File: src/rtl/keynsham_copy_pkg.sv
// rtl/keynsham_copy_pkg.sv - shared state encoding and bus constants for the copy master
package keynsham_copy_pkg;

    typedef enum logic [2:0] {
        ST_IDLE   = 3'd0,
        ST_RD_REQ = 3'd1,
        ST_RD_GAP = 3'd2,
        ST_WR_REQ = 3'd3,
        ST_WR_GAP = 3'd4,
        ST_FIN    = 3'd5,
        ST_ERR    = 3'd6
    } state_t;

    localparam logic [3:0] BYTESEL_ALL = 4'b1111;

    function automatic logic is_req(input state_t s);
        return (s == ST_RD_REQ) || (s == ST_WR_REQ);
    endfunction

endpackage

File: src/rtl/keynsham_ack_timer.sv
// rtl/keynsham_ack_timer.sv - counts un-acked request cycles and flags the abort limit
module keynsham_ack_timer #(
    parameter int TIMEOUT = 64
) (
    input  logic clk,
    input  logic rst_n,
    input  logic clear,
    output logic expired
);

    localparam int CW = $clog2(TIMEOUT);

    logic [CW-1:0] cnt_q;
    logic [CW-1:0] cnt_d;

    assign expired = (cnt_q == CW'(TIMEOUT - 1));

    // Holds at the limit; the FSM leaves the request state on that cycle anyway.
    always_comb begin
        cnt_d = cnt_q;
        if (clear) begin
            cnt_d = '0;
        end else if (!expired) begin
            cnt_d = cnt_q + CW'(1);
        end
    end

    always_ff @(posedge clk or negedge rst_n) begin
        if (!rst_n) begin
            cnt_q <= '0;
        end else begin
            cnt_q <= cnt_d;
        end
    end

endmodule

File: src/rtl/keynsham_copy_master.sv
// rtl/keynsham_copy_master.sv - word copy initiator: read SRC, write DST, LEN times over the keynsham bus
module keynsham_copy_master
    import keynsham_copy_pkg::*;
#(
    parameter int ADDR_WIDTH = 30,
    parameter int LEN_WIDTH  = 16,
    parameter int TIMEOUT    = 64
) (
    input  logic                  clk,
    input  logic                  rst_n,
    input  logic                  start,
    input  logic [ADDR_WIDTH-1:0] src,
    input  logic [ADDR_WIDTH-1:0] dst,
    input  logic [LEN_WIDTH-1:0]  len,
    output logic                  busy,
    output logic                  done,
    output logic                  error,
    output logic                  m_access,
    output logic                  m_cs,
    output logic [ADDR_WIDTH-1:0] m_addr,
    output logic                  m_wr_en,
    output logic [3:0]            m_bytesel,
    output logic [31:0]           m_wr_val,
    input  logic [31:0]           m_data,
    input  logic                  m_ack
);

    state_t                state_q, state_d;
    logic [ADDR_WIDTH-1:0] src_q, src_d;
    logic [ADDR_WIDTH-1:0] dst_q, dst_d;
    logic [LEN_WIDTH-1:0]  rem_q, rem_d;
    logic [31:0]           wr_val_q, wr_val_d;
    logic                  access_q, access_d;
    logic                  busy_q, busy_d;
    logic                  done_q, done_d;
    logic                  error_q, error_d;
    logic                  expired;

    // Timer runs only while a request is outstanding and un-acked.
    keynsham_ack_timer #(
        .TIMEOUT (TIMEOUT)
    ) u_ack_timer (
        .clk     (clk),
        .rst_n   (rst_n),
        .clear   (!is_req(state_q) || m_ack),
        .expired (expired)
    );

    always_comb begin
        state_d  = state_q;
        src_d    = src_q;
        dst_d    = dst_q;
        rem_d    = rem_q;
        wr_val_d = wr_val_q;
        case (state_q)
            ST_IDLE: begin
                if (start) begin
                    if (len == '0) begin
                        state_d = ST_FIN;
                    end else begin
                        src_d   = src;
                        dst_d   = dst;
                        rem_d   = len;
                        state_d = ST_RD_REQ;
                    end
                end
            end
            ST_RD_REQ: begin
                if (m_ack) begin
                    wr_val_d = m_data;
                    state_d  = ST_RD_GAP;
                end else if (expired) begin
                    state_d = ST_ERR;
                end
            end
            ST_RD_GAP: state_d = ST_WR_REQ;
            ST_WR_REQ: begin
                if (m_ack) begin
                    src_d   = src_q + ADDR_WIDTH'(1);
                    dst_d   = dst_q + ADDR_WIDTH'(1);
                    rem_d   = rem_q - LEN_WIDTH'(1);
                    state_d = ST_WR_GAP;
                end else if (expired) begin
                    state_d = ST_ERR;
                end
            end
            ST_WR_GAP: state_d = (rem_q == '0) ? ST_FIN : ST_RD_REQ;
            ST_FIN:    state_d = ST_IDLE;
            ST_ERR:    state_d = ST_IDLE;
            default:   state_d = ST_IDLE;
        endcase
        access_d = is_req(state_d);
        busy_d   = access_d || (state_d == ST_RD_GAP) || (state_d == ST_WR_GAP);
        done_d   = (state_d == ST_FIN);
        error_d  = (state_d == ST_ERR);
    end

    always_ff @(posedge clk or negedge rst_n) begin
        if (!rst_n) begin
            state_q  <= ST_IDLE;
            src_q    <= '0;
            dst_q    <= '0;
            rem_q    <= '0;
            wr_val_q <= '0;
            access_q <= 1'b0;
            busy_q   <= 1'b0;
            done_q   <= 1'b0;
            error_q  <= 1'b0;
        end else begin
            state_q  <= state_d;
            src_q    <= src_d;
            dst_q    <= dst_d;
            rem_q    <= rem_d;
            wr_val_q <= wr_val_d;
            access_q <= access_d;
            busy_q   <= busy_d;
            done_q   <= done_d;
            error_q  <= error_d;
        end
    end

    assign busy      = busy_q;
    assign done      = done_q;
    assign error     = error_q;
    assign m_access  = access_q;
    assign m_cs      = access_q;
    assign m_wr_en   = access_q && (state_q == ST_WR_REQ);
    assign m_addr    = (state_q == ST_RD_REQ) ? src_q :
                       (state_q == ST_WR_REQ) ? dst_q : '0;
    assign m_bytesel = access_q ? BYTESEL_ALL : 4'b0000;
    assign m_wr_val  = wr_val_q;

endmodule

File: config.mk
export PLATFORM = sky130hd
export DESIGN_NAME = keynsham_copy_master
export DESIGN_NICKNAME = d
export VERILOG_FILES = /design/src/rtl/keynsham_copy_pkg.sv /design/src/rtl/keynsham_ack_timer.sv /design/src/rtl/keynsham_copy_master.sv
export SDC_FILE = /design/constraint.sdc
export NUM_CORES = 1
export LEC_CHECK = 0
export ABC_AREA = 1
export BUFFER_PORTS_ARGS = -buffer_cell sky130_fd_sc_hd__buf_2
export CAP_MARGIN = 30
export CORE_AREA = 2 2 129 131
export CTS_CLUSTER_SIZE = 8
export DETAILED_ROUTE_END_ITERATION = 6
export DIE_AREA = 0 0 131 133
export GPL_TIMING_DRIVEN = 0
export PLACE_DENSITY_LB_ADDON = 0.25
export SETUP_SLACK_MARGIN = 0.1
export SLEW_MARGIN = 20
export SYNTH_ARGS = -nofsm -noshare
export SYNTH_HDL_FRONTEND = slang
export SYNTH_SLANG_ARGS = --single-unit
File: constraint.sdc
create_clock -name clk -period 2.05 [get_ports clk]
set_clock_uncertainty 0.15 [all_clocks]
set_input_delay 0.205 -clock clk [delete_from_list [all_inputs] [get_ports clk]]
set_output_delay 0.205 -clock clk [all_outputs]
set_load 0.05 [all_outputs]
==> flow_metrics.env <==
export IMPL_gp_congestion=0.9882
export IMPL_grt_usage_pct=36.19
export IMPL_finalCritPeriodShare_pct=111.9
export IMPL_crit_chain="nand2_2 -> nor2_4 -> buf_6 -> inv_8 -> buf_1 -> nand2_1 -> o21ai_0 -> nand2_1 -> o21ai_1"
export IMPL_clk_pin_slew_ps=60
export IMPL_ys_warn_count=0
export IMPL_cp_top_family="buffers and inverters"
export IMPL_die_area_um2=17420
export IMPL_finalWorstSetupSlack_ps=-244.9
export IMPL_placed_cell_area_um2=9387
export IMPL_start_kind="flip-flop"
export IMPL_synth_area_leaders="dfrtp_1, nand2_1, nand3_1"
export IMPL_cts_root_buf="clkbuf_16"
export IMPL_start_util_pct=48.53
export IMPL_vias_per_cell=5.685
export IMPL_total_power_mw=23.16
export IMPL_synth_top_area_share_pct=38.58
export IMPL_core_area_um2=16170
export IMPL_nNetsFinal=1622
export IMPL_antenna_found_initial=0
export IMPL_drive_gt1_share_pct=28.46
export IMPL_n_fill_cell=1068
export IMPL_ys_seq_area_share_pct=38.58
export IMPL_power_leakage_nw=5.942
export IMPL_grt_pass1_vias=9447
export IMPL_remaining_drc_errors=1
export IMPL_vias=9881
export IMPL_slowest_delay_ps=620
export IMPL_report_final_hold_viol_count=1
export IMPL_antenna_cells=0
export IMPL_status="finished, violations left"
export IMPL_timing_hold_ws_ps=-4.814
export IMPL_ys_types=33
export IMPL_r2r_start="state_q[1]"
export IMPL_dp_cells=1559
export IMPL_critical_path_class="flip-flop to flip-flop"
export IMPL_crit_start="state_q[1]"
export IMPL_dieHeight_um=133
export IMPL_rsz0062_at_grt="true"
export IMPL_multi_input_area_um2=4613
export IMPL_arrival_ps=2480
export IMPL_cts_tree="done"
export IMPL_synthesis_area_um2=7848
export IMPL_drt_iter0_drc=1439
export IMPL_htreeDepth=4
export IMPL_wl_um=32970
export IMPL_cts_path_max_buffers=2
export IMPL_grt_ovfl_total=0
export IMPL_postSynthAreaPerCell_um2=6.794
export IMPL_grt_max_degree=79
export IMPL_hp_class="input port to flip-flop"
export IMPL_crit_path_end_kind="flip-flop"
export IMPL_io_pins=184
export IMPL_rr_endpoint="src_q[0]"
export IMPL_io_buffers=183
export IMPL_cp_depth=9
export IMPL_critical_path_most_common_cell="nand2_1"
export IMPL_ir_drop_mv=0.8814
export IMPL_dp_slack_ps=-299.1
export IMPL_r2r_slack_ps=-240
export IMPL_syn2layout_area_growth_pct=57.35
export IMPL_worst_slew_pin_slew_ps=815.0
export IMPL_synth_seq_cells=121
export IMPL_final_cells=1738
export IMPL_maxSlewViolCount=0
export IMPL_maxCapViolCount=0
export IMPL_fmax_ghz=0.4358
export IMPL_drtPass1Iterations=7
export IMPL_relSlewSlack_pct=45.66
export IMPL_fin_area_um2=12350
export IMPL_pwr_density_cell_nw_per_um2=1876
export IMPL_critPathSlowestCell="buf_1"
export IMPL_fin_crit_ps=2295
export IMPL_route_antenna_remaining_nets=0
export IMPL_die_w_um=131
export IMPL_crit_end="src_q[0]"
export IMPL_wl_per_cell_um=18.97
export IMPL_synthCells=1155
export IMPL_rows=47
export IMPL_critPathMaxFanout=10
export IMPL_cts_buffers=17
export IMPL_seq_area_um2=3034
export IMPL_grt_pass1_wl_um=48380
export IMPL_setup_violations=92
export IMPL_clock_latency_ps=430
export IMPL_cts_sinks=121
export IMPL_critPathRequiredTime_ps=2240
export IMPL_hpwlAfterDp_um=19530
export IMPL_worst_path_buf_inv=3
export IMPL_synth_nets=1272
export IMPL_violations="DRC, hold timing, setup timing"
export IMPL_synth_top_cell_by_area="dfrtp_1"
export IMPL_reg2reg_depth=9
## layout by cell type (no fill, tap or decap), types with 13 or more instances in the layout
cell type      Yosys  layout
buf_2             14     159
buf_4              9      34
buf_6             11      37
buf_8              0      15
clkbuf_16          0      25
dfrtp_1          121     116
dlygate4sd3_1      0      97
inv_1            102      99
mux2_2            32      32
nand2_1          408     395
nand2_2            3      14
nand3_1          106     105
nand4_1           23      23
nor2_1           141     127
nor3_1            20      19
o21ai_0           56      33
o21ai_1           22      30
o21ai_2            0      13
o22ai_4            0      21
## state kept, by name (all words and copies together), names as in the netlist
| signal | flops |
|---|---|
| busy | 1 |
| done | 1 |
| dst_q | 30 |
| error | 1 |
| m_access | 1 |
| m_wr_val | 32 |
| rem_q | 16 |
| src_q | 30 |
| state_q | 3 |
| u_ack_timer.cnt_q | 6 |
## tightest hold or removal path, cell delays in order
cell      delay, ps
buf_2            70
nand2_1          50
o211ai_1         90
nand2_1          50
o21ai_1          60
## final cells by class
cell class                      count  share of cell area, %
Multi-Input combinational cell    880                  37.36
Sequential cell                   121                  24.57
Inverter                          105                  3.334
Tap cell                          220                  2.229
Clock buffer                       17                  3.445
Timing Repair Buffer              330                  23.12
Clock inverter                     15                  1.216
Buffer                             49                  4.681
Timing Repair inverter              1                0.04053
## what timing repair did
action                     CTS  global route
hold buffers                97             0
setup endpoints to repair   93           109
cloned                      15             4
buffers inserted            25             6
hold endpoints to repair   217             0
pin swaps                   11             9
gates resized for setup    154            73
## cells in the mapped netlist
cell and number:
nand2_1 408, nor2_1 141, dfrtp_1 121, nand3_1 106
inv_1 102, o21ai_0 56, mux2_2 32, o22ai_1 24
nand4_1 23, o21ai_1 22, nor3_1 20, clkbuf_1 15
buf_2 14, buf_6 11, buf_4 9, xor2_1 7
a21oi_1 6, ha_1 5, nor2_2 5, o211ai_1 5
a31oi_1 3, nand2_2 3, a211oi_1 2, nand3b_1 2
nor3_2 2, nor4_1 2, o31ai_1 2, xnor2_1 2
and3_1 1, clkinv_1 1, inv_2 1, inv_4 1
o21bai_1 1
## worst min-delay path by stage
stage                    start      endpoint  slack [ps]  cells after the start
floorplan                rst_n          busy        -240                      0
global placement    m_data[21]  m_wr_val[21]         290                      2
detailed placement       rst_n      dst_q[9]         -30                      1
CTS                    dst[11]     dst_q[11]           1                      5
global route           src[19]     src_q[19]          30                      5
finish                 dst[11]     dst_q[11]          -5                      5
## cells by family after synthesis
logic type,count (synthesis),synth area share [%]
AOI/OAI and AO/OA,121,8.466
muxes,32,4.592
DFF,121,38.58
and+or+nand+nor,713,37.45
buffers and inverters,154,9.104
adders and majority gates,5,0.7972
xor gates and xnor gates,9,1.005
## power breakdown
group | switching, mW | internal [mW]
Clock | 1.30 | 1.72
Combinational | 9.19 | 6.21
Sequential | 1.17 | 3.58
## stage by stage
stage	utilization (%)	TNS, ps
after floorplan	-	0
after global placement	57.81	-136810
after detailed placement	58.04	-6730
after CTS	74.41	-6572
after global routing	76.36	-14190
final	76.36	-9262
## routing by layer
layer	share of wire, %	up-vias	track usage [%]	wire length, um
li1	-	4443	-	-
met1	37	4515	44.90	12200
met2	47	720	57.71	15420
met3	10	203	7.683	3316
met4	6.2	0	21.04	2033
met5	0	-	0	0
No activity file was read; power rests on OpenSTA's default activity.
